## config.mk

```make
export PLATFORM = sky130hd
export DESIGN_NAME = muldiv_unit
export DESIGN_NICKNAME = d
export VERILOG_FILES = /design/src/rtl/muldiv_pkg.sv /design/src/rtl/muldiv_step.sv /design/src/rtl/muldiv_unit.sv
export SDC_FILE = /design/constraint.sdc
export NUM_CORES = 1
export LEC_CHECK = 0
export CORE_AREA = 5 5 158 160
export DETAILED_ROUTE_END_ITERATION = 8
export DIE_AREA = 0 0 163 165
export PLACE_DENSITY = 0.8
export SETUP_SLACK_MARGIN = 0.5
export SLEW_MARGIN = 25
export SYNTH_ARGS = -nofsm -noshare
export SYNTH_HDL_FRONTEND = slang
export SYNTH_SLANG_ARGS = --single-unit
export TNS_END_PERCENT = 1
```

## constraint.sdc

```tcl
create_clock -name clk -period 3.6 [get_ports clk]
set_input_delay 0.54 -clock clk [delete_from_list [all_inputs] [get_ports clk]]
set_output_delay 0.54 -clock clk [all_outputs]
set_load 0.02 [all_outputs]
```

## src/rtl/muldiv_pkg.sv

```systemverilog
// rtl/muldiv_pkg.sv - shared types and constants for the iterative multiply/divide unit
package muldiv_pkg;

    localparam int MULDIV_WIDTH = 32;
    localparam int CNT_W = $clog2(MULDIV_WIDTH);

    typedef enum logic [1:0] {
        OP_MULT  = 2'b00,
        OP_MULTU = 2'b01,
        OP_DIV   = 2'b10,
        OP_DIVU  = 2'b11
    } op_e;

    typedef enum logic [1:0] {
        ST_IDLE = 2'b00,
        ST_PREP = 2'b01,
        ST_CALC = 2'b10,
        ST_FIX  = 2'b11
    } state_e;

endpackage

```

## src/rtl/muldiv_step.sv

```systemverilog
// rtl/muldiv_step.sv - one radix-2 iteration: shift-add multiply or restoring divide
// Divide path present only when MULDIV_DIV_EN is defined.
module muldiv_step #(
    parameter int WIDTH = 32
) (
    input  logic [2*WIDTH-1:0] acc,
    input  logic [WIDTH-1:0]   operand,
    input  logic               is_div,
    output logic [2*WIDTH-1:0] acc_next,
    output logic               q_bit
);

    // Multiply: acc = {partial product, remaining multiplier bits}
    logic [WIDTH:0] sum;
    assign sum = {1'b0, acc[2*WIDTH-1:WIDTH]} + (acc[0] ? {1'b0, operand} : {(WIDTH+1){1'b0}});

`ifdef MULDIV_DIV_EN
    // Divide: acc = {remainder, dividend bits / quotient bits}; bit 0 is filled by the caller
    logic [WIDTH:0] trial;
    assign trial = acc[2*WIDTH-1:WIDTH-1] - {1'b0, operand};

    always_comb begin
        acc_next = {sum, acc[WIDTH-1:1]};
        q_bit    = 1'b0;
        if (is_div) begin
            q_bit    = ~trial[WIDTH];
            acc_next = {(q_bit ? trial[WIDTH-1:0] : acc[2*WIDTH-2:WIDTH-1]), acc[WIDTH-2:0], 1'b0};
        end
    end
`else
    always_comb begin
        acc_next = is_div ? acc : {sum, acc[WIDTH-1:1]};
        q_bit    = 1'b0;
    end
`endif

endmodule

```

## src/rtl/muldiv_unit.sv

```systemverilog
// rtl/muldiv_unit.sv - iterative MULT/MULTU/DIV/DIVU unit with HI/LO registers
// Define MULDIV_DIV_EN to build the divide datapath; otherwise DIV/DIVU complete as no-ops.
module muldiv_unit
    import muldiv_pkg::*;
#(
    parameter int WIDTH = MULDIV_WIDTH
) (
    input  logic             clk,
    input  logic             reset,
    input  logic             start,
    input  logic [1:0]       op,
    input  logic [WIDTH-1:0] src_a,
    input  logic [WIDTH-1:0] src_b,
    input  logic             flush,
    output logic             busy,
    output logic             done,
    output logic             div_by_zero,
    output logic [WIDTH-1:0] hi,
    output logic [WIDTH-1:0] lo
);

    localparam int CW = (WIDTH == MULDIV_WIDTH) ? CNT_W : $clog2(WIDTH);

    state_e             state;
    op_e                op_r;
    logic               sign_a, sign_b, dz, is_div, q_bit;
    logic [WIDTH-1:0]   a_r, b_r, opnd, mag_a, mag_b;
    logic [2*WIDTH-1:0] acc, acc_step, prod;
    logic [CW-1:0]      cnt;

    assign is_div = (op_r == OP_DIV) || (op_r == OP_DIVU);
    assign mag_a  = sign_a ? -a_r : a_r;
    assign mag_b  = sign_b ? -b_r : b_r;
    // Signs are only captured for signed ops, so this negation is MULT-only
    assign prod   = (sign_a ^ sign_b) ? -acc : acc;

    muldiv_step #(.WIDTH(WIDTH)) u_step (
        .acc      (acc),
        .operand  (opnd),
        .is_div   (is_div),
        .acc_next (acc_step),
        .q_bit    (q_bit)
    );

    always_ff @(posedge clk or negedge reset) begin
        if (!reset) begin
            state       <= ST_IDLE;
            busy        <= 1'b0;
            done        <= 1'b0;
            div_by_zero <= 1'b0;
            hi          <= '0;
            lo          <= '0;
            op_r        <= OP_MULT;
            sign_a      <= 1'b0;
            sign_b      <= 1'b0;
            dz          <= 1'b0;
            a_r         <= '0;
            b_r         <= '0;
            opnd        <= '0;
            acc         <= '0;
            cnt         <= '0;
        end else begin
            done        <= 1'b0;
            div_by_zero <= 1'b0;
            if (flush && state != ST_IDLE) begin
                state <= ST_IDLE;
                busy  <= 1'b0;
            end else begin
                case (state)
                    ST_IDLE: begin
                        if (start && !flush) begin
                            op_r   <= op_e'(op);
                            a_r    <= src_a;
                            b_r    <= src_b;
                            sign_a <= ~op[0] & src_a[WIDTH-1];
                            sign_b <= ~op[0] & src_b[WIDTH-1];
                            dz     <= 1'b0;
                            busy   <= 1'b1;
                            state  <= ST_PREP;
                        end
                    end
                    ST_PREP: begin
                        cnt <= CW'(WIDTH - 1);
                        if (is_div) begin
`ifdef MULDIV_DIV_EN
                            acc   <= {{WIDTH{1'b0}}, mag_a};
                            opnd  <= mag_b;
                            dz    <= (b_r == '0);
                            state <= (b_r == '0) ? ST_FIX : ST_CALC;
`else
                            state <= ST_FIX;
`endif
                        end else begin
                            acc   <= {{WIDTH{1'b0}}, mag_b};
                            opnd  <= mag_a;
                            state <= ST_CALC;
                        end
                    end
                    ST_CALC: begin
                        acc <= {acc_step[2*WIDTH-1:1], acc_step[0] | q_bit};
                        cnt <= cnt - 1'b1;
                        if (cnt == '0)
                            state <= ST_FIX;
                    end
                    ST_FIX: begin
                        state       <= ST_IDLE;
                        busy        <= 1'b0;
                        done        <= 1'b1;
                        div_by_zero <= dz;
                        if (!is_div) begin
                            hi <= prod[2*WIDTH-1:WIDTH];
                            lo <= prod[WIDTH-1:0];
                        end
`ifdef MULDIV_DIV_EN
                        else if (dz) begin
                            hi <= a_r;
                            lo <= '1;
                        end else begin
                            hi <= sign_a ? -acc[2*WIDTH-1:WIDTH] : acc[2*WIDTH-1:WIDTH];
                            lo <= (sign_a ^ sign_b) ? -acc[WIDTH-1:0] : acc[WIDTH-1:0];
                        end
`endif
                    end
                    default: state <= ST_IDLE;
                endcase
            end
        end
    end

endmodule

```

==> results.py <==
metrics = {
    "sta": {
        "fin_crit_sh_pct": 87.6,
        "slew_violations": 0,
        "clock-skew-final_ps": 11.0,
        "min_period_ps": 3150,
        "finalSetupViolations": 0,
        "worst_slew_pin_slew_ps": 893,
        "max_freq_ghz": 0.317,
        "max_slew_margin_pct": 40.5,
        "tns_ps": 0,
        "hold_violations": 0,
        "rsz0062_at_grt": "yes",
    },
    "yosys": {
        "ys_seq_area_share_pct": 44.4,
        "ys_types": 57,
        "yosysWarnings": 0,
        "ys.flop_type": "dfrtp_1",
        "synth_edf_count": 0,
        "synthArstFlopShare_pct": 100,
        "postSynthAreaPerCell_um2": 9.22,
        "synth-seq-cells": 236,
        "synth_nets": 1556,
        "syn_area_um2": 13300,
        "syn_inst": 1444,
    },
    "placement": {
        "dp_hpwl_um": 22800,
        "finalWeightedCongestion": 0.907,
        "port_buffers": 135,
        "dp.cells": 1846,
    },
    "routing": {
        "first_iter_violations": 892,
        "ant_nets": 0,
        "wl_per_cell_um": 16.4,
        "drc_errors": 0,
        "via_count": 10729,
        "via_per_inst": 5.66,
        "drt-total-wl_um": 31100,
        "dr.pass1.iters": 5,
    },
    "clock_tree": {
        "clockBufferDepth": 3,
        "clock_sinks": 236,
        "cts_tree": "yes",
        "cts_root_buffer": "clkbuf_16",
        "cts.htree.levels": 1,
        "postCtsHoldBufs": 0,
        "cts_inserted_buffers": 25,
        "clk_pin_slew_worst_paths_ps": 60,
        "clk_latency_ps": 520,
    },
    "hold_path": {
        "holdCritPathClass": "input pin to asynchronous set/reset pin",
    },
    "pwr": {
        "ir_worst_vdd_mv": 0.506,
        "p_per_area_nw_per_um2": 950,
        "p_leak_nw": 6.89,
    },
    "floorplan": {
        "num_rows": 56,
        "die_x_um": 163,
        "core-area_um2": 23300,
        "start_util_pct": 57.2,
        "die_h_um": 165,
        "io_pins": 137,
        "die_area_um2": 26900,
    },
    "finish": {
        "drive_above_1_share_pct": 11.7,
        "seq_area_um2": 5910,
        "most-common-layout-cells": "234 x dfrtp_1, 212 x nand2_1, 194 x o21ai_0, 134 x clkdlybuf4s50_1, 90 x a21oi_1",
        "syn_to_final_growth_pct": 20.3,
        "fin_cells": 1897,
        "fillCellCount": 1866,
        "layout_commonest_cell": "dfrtp_1",
        "multi_input_area_um2": 7190,
        "antenna_cells": 0,
        "final_nets": 1674,
    },
    "setup_path": {
        "cp.required_ps": 4010,
        "rr_endpoint": "hi[30]",
        "worstReg2RegStart": "acc[33]",
        "worstSetupEndpointType": "register",
        "start_kind": "register",
        "reg2reg_depth": 9,
        "ff2ff_setup_slack_ps": 450,
        "criticalPathCategory": "register to register",
        "cp_max_fo": 6,
        "arrival_ps": 3560,
    },
    "global_route": {
        "gr-usage-all-layers_pct": 23.0,
        "grt_first_pass_wirelength_um": 51300,
        "grt_pass1_vias": 10059,
        "grt_max_degree": 113,
        "grt.overflow.total": 0,
        "antenna_found_initial": 0,
    },
    "job": {
        "maxCapViolations": 0,
    },
    "outcome": {
        "outcome": "finished clean",
    },
}
==> worst max-delay path: stages (launching register included) <==
cell     delay, ps
dfrtp_1        380
or3_4          400
or3_4          360
or4_4          450
or3_4          350
or3_4          360
or2_4          300
o41ai_4        220
xor2_1         170
o21ai_1         70
==> metrics by stage <==
| stage | utilization, % | setup slack [ps] | total power [mW] | area (µm²) | hold slack, ps |
|---|---|---|---|---|---|
| detailed placement | 64.6 | 305 | 12.5 | 15000 | 466 |
| global route | 68.8 | 333 | 16.4 | 16000 | 127 |
| global placement | 64.6 | 404 | 12.2 | 15000 | 455 |
| floorplan | - | 458 | 10.2 | 13300 | 244 |
| finish | 68.8 | 448 | 15.2 | 16000 | 34.9 |
| CTS | 68.2 | 414 | 15.1 | 15900 | 128 |
==> sequential cells by signal, indices dropped and copies added, names as in the netlist <==
register and cells:
acc 64, a_r 32, b_r 32, hi 32
lo 32, opnd 32, cnt 5, state 2
busy 1, done 1, op_r 1, sign_a 1
sign_b 1
==> area by class of cell <==
cell class              count  area share, %
multi-input cells        1109           44.9
well taps                 319           2.49
inverters                  20          0.469
flip-flops and latches    236           36.9
clock buffers              34           4.37
repair buffers            170           10.4
clock inverters             9          0.500
==> cells in the mapped netlist, types with 2 or more instances <==
cell | number | area share (%)
dfrtp_1 | 236 | 44
nand2_1 | 213 | 6.0
o21ai_0 | 203 | 7.6
a21oi_1 | 92 | 3.5
xor2_1 | 87 | 5.7
clkbuf_1 | 75 | 2.1
nor2_1 | 74 | 2.1
mux2_2 | 66 | 5.6
xnor2_1 | 63 | 4.1
ha_1 | 41 | 3.9
and2_1 | 35 | 1.6
o31ai_1 | 29 | 1.6
inv_1 | 20 | 0.56
nor3_1 | 18 | 0.68
a31oi_1 | 16 | 0.75
nand3_1 | 16 | 0.60
a21o_1 | 15 | 0.85
or3_1 | 15 | 0.71
nand2b_1 | 13 | 0.61
or4_1 | 12 | 0.68
nor2b_1 | 11 | 0.52
o41ai_1 | 10 | 0.66
nor4_1 | 8 | 0.38
and3_1 | 6 | 0.28
mux2i_1 | 6 | 0.45
a211oi_1 | 5 | 0.28
nand4_1 | 5 | 0.24
nand3b_1 | 4 | 0.23
o211ai_1 | 4 | 0.23
or2_2 | 4 | 0.19
or3_4 | 4 | 0.34
a221o_1 | 3 | 0.23
a22oi_1 | 3 | 0.17
a41oi_1 | 3 | 0.20
o22ai_1 | 3 | 0.14
a31o_2 | 2 | 0.13
buf_1 | 2 | 0.056
o21ai_1 | 2 | 0.075
o21bai_1 | 2 | 0.11
==> per-layer routing <==
metal | vias up | part of all wire (%) | track usage, %
met4 | 0 | 1.4 | 4.27
met2 | 350 | 42 | 33.2
met1 | 5036 | 50 | 37.0
met3 | 32 | 7.2 | 3.59
li1 | 5311 | - | -
met5 | - | 0 | 0
==> power by group <==
group          total, mW  internal [mW]  leakage (nW)  switching (mW)
logic               7.55           3.40          3.55            4.15
registers           5.20           3.85          2.96            1.35
clock network       2.47           1.43         0.385            1.04
==> kinds of logic (layout without fill, tap and decap cells) <==
logic type,count (synthesis),after routing,synth area share [%]
adder cells (fa/ha/maj),42,42,4.01
AND/OR/NAND/NOR,444,444,15.6
AO/OA/AOI/OAI,400,400,17.2
flip-flops,236,236,44.4
multiplexers,72,72,6.04
buffers and inverters,99,233,2.83
XOR/XNOR,150,150,9.87
other,1,1,0.0282
==> worst max path at each step <==
| stage | from | endpoint | slack, ps | depth (start not counted) |
|---|---|---|---|---|
| floorplan | acc[33] | hi[30] | 460 | 9 |
| global placement | b_r[3] | acc[25] | 400 | 9 |
| detailed placement | b_r[3] | acc[25] | 300 | 9 |
| CTS | acc[33] | hi[30] | 410 | 9 |
| global route | b_r[2] | acc[27] | 330 | 8 |
| finish | acc[33] | hi[30] | 450 | 9 |
==> timing repair <==
item | CTS | global route
cloned | 0 | 0
pin swaps | 1 | 7
buffers inserted | 3 | 4
setup endpoints to repair | 18 | 44
resized for setup | 7 | 28
Power figures use the tool's default switching activity.
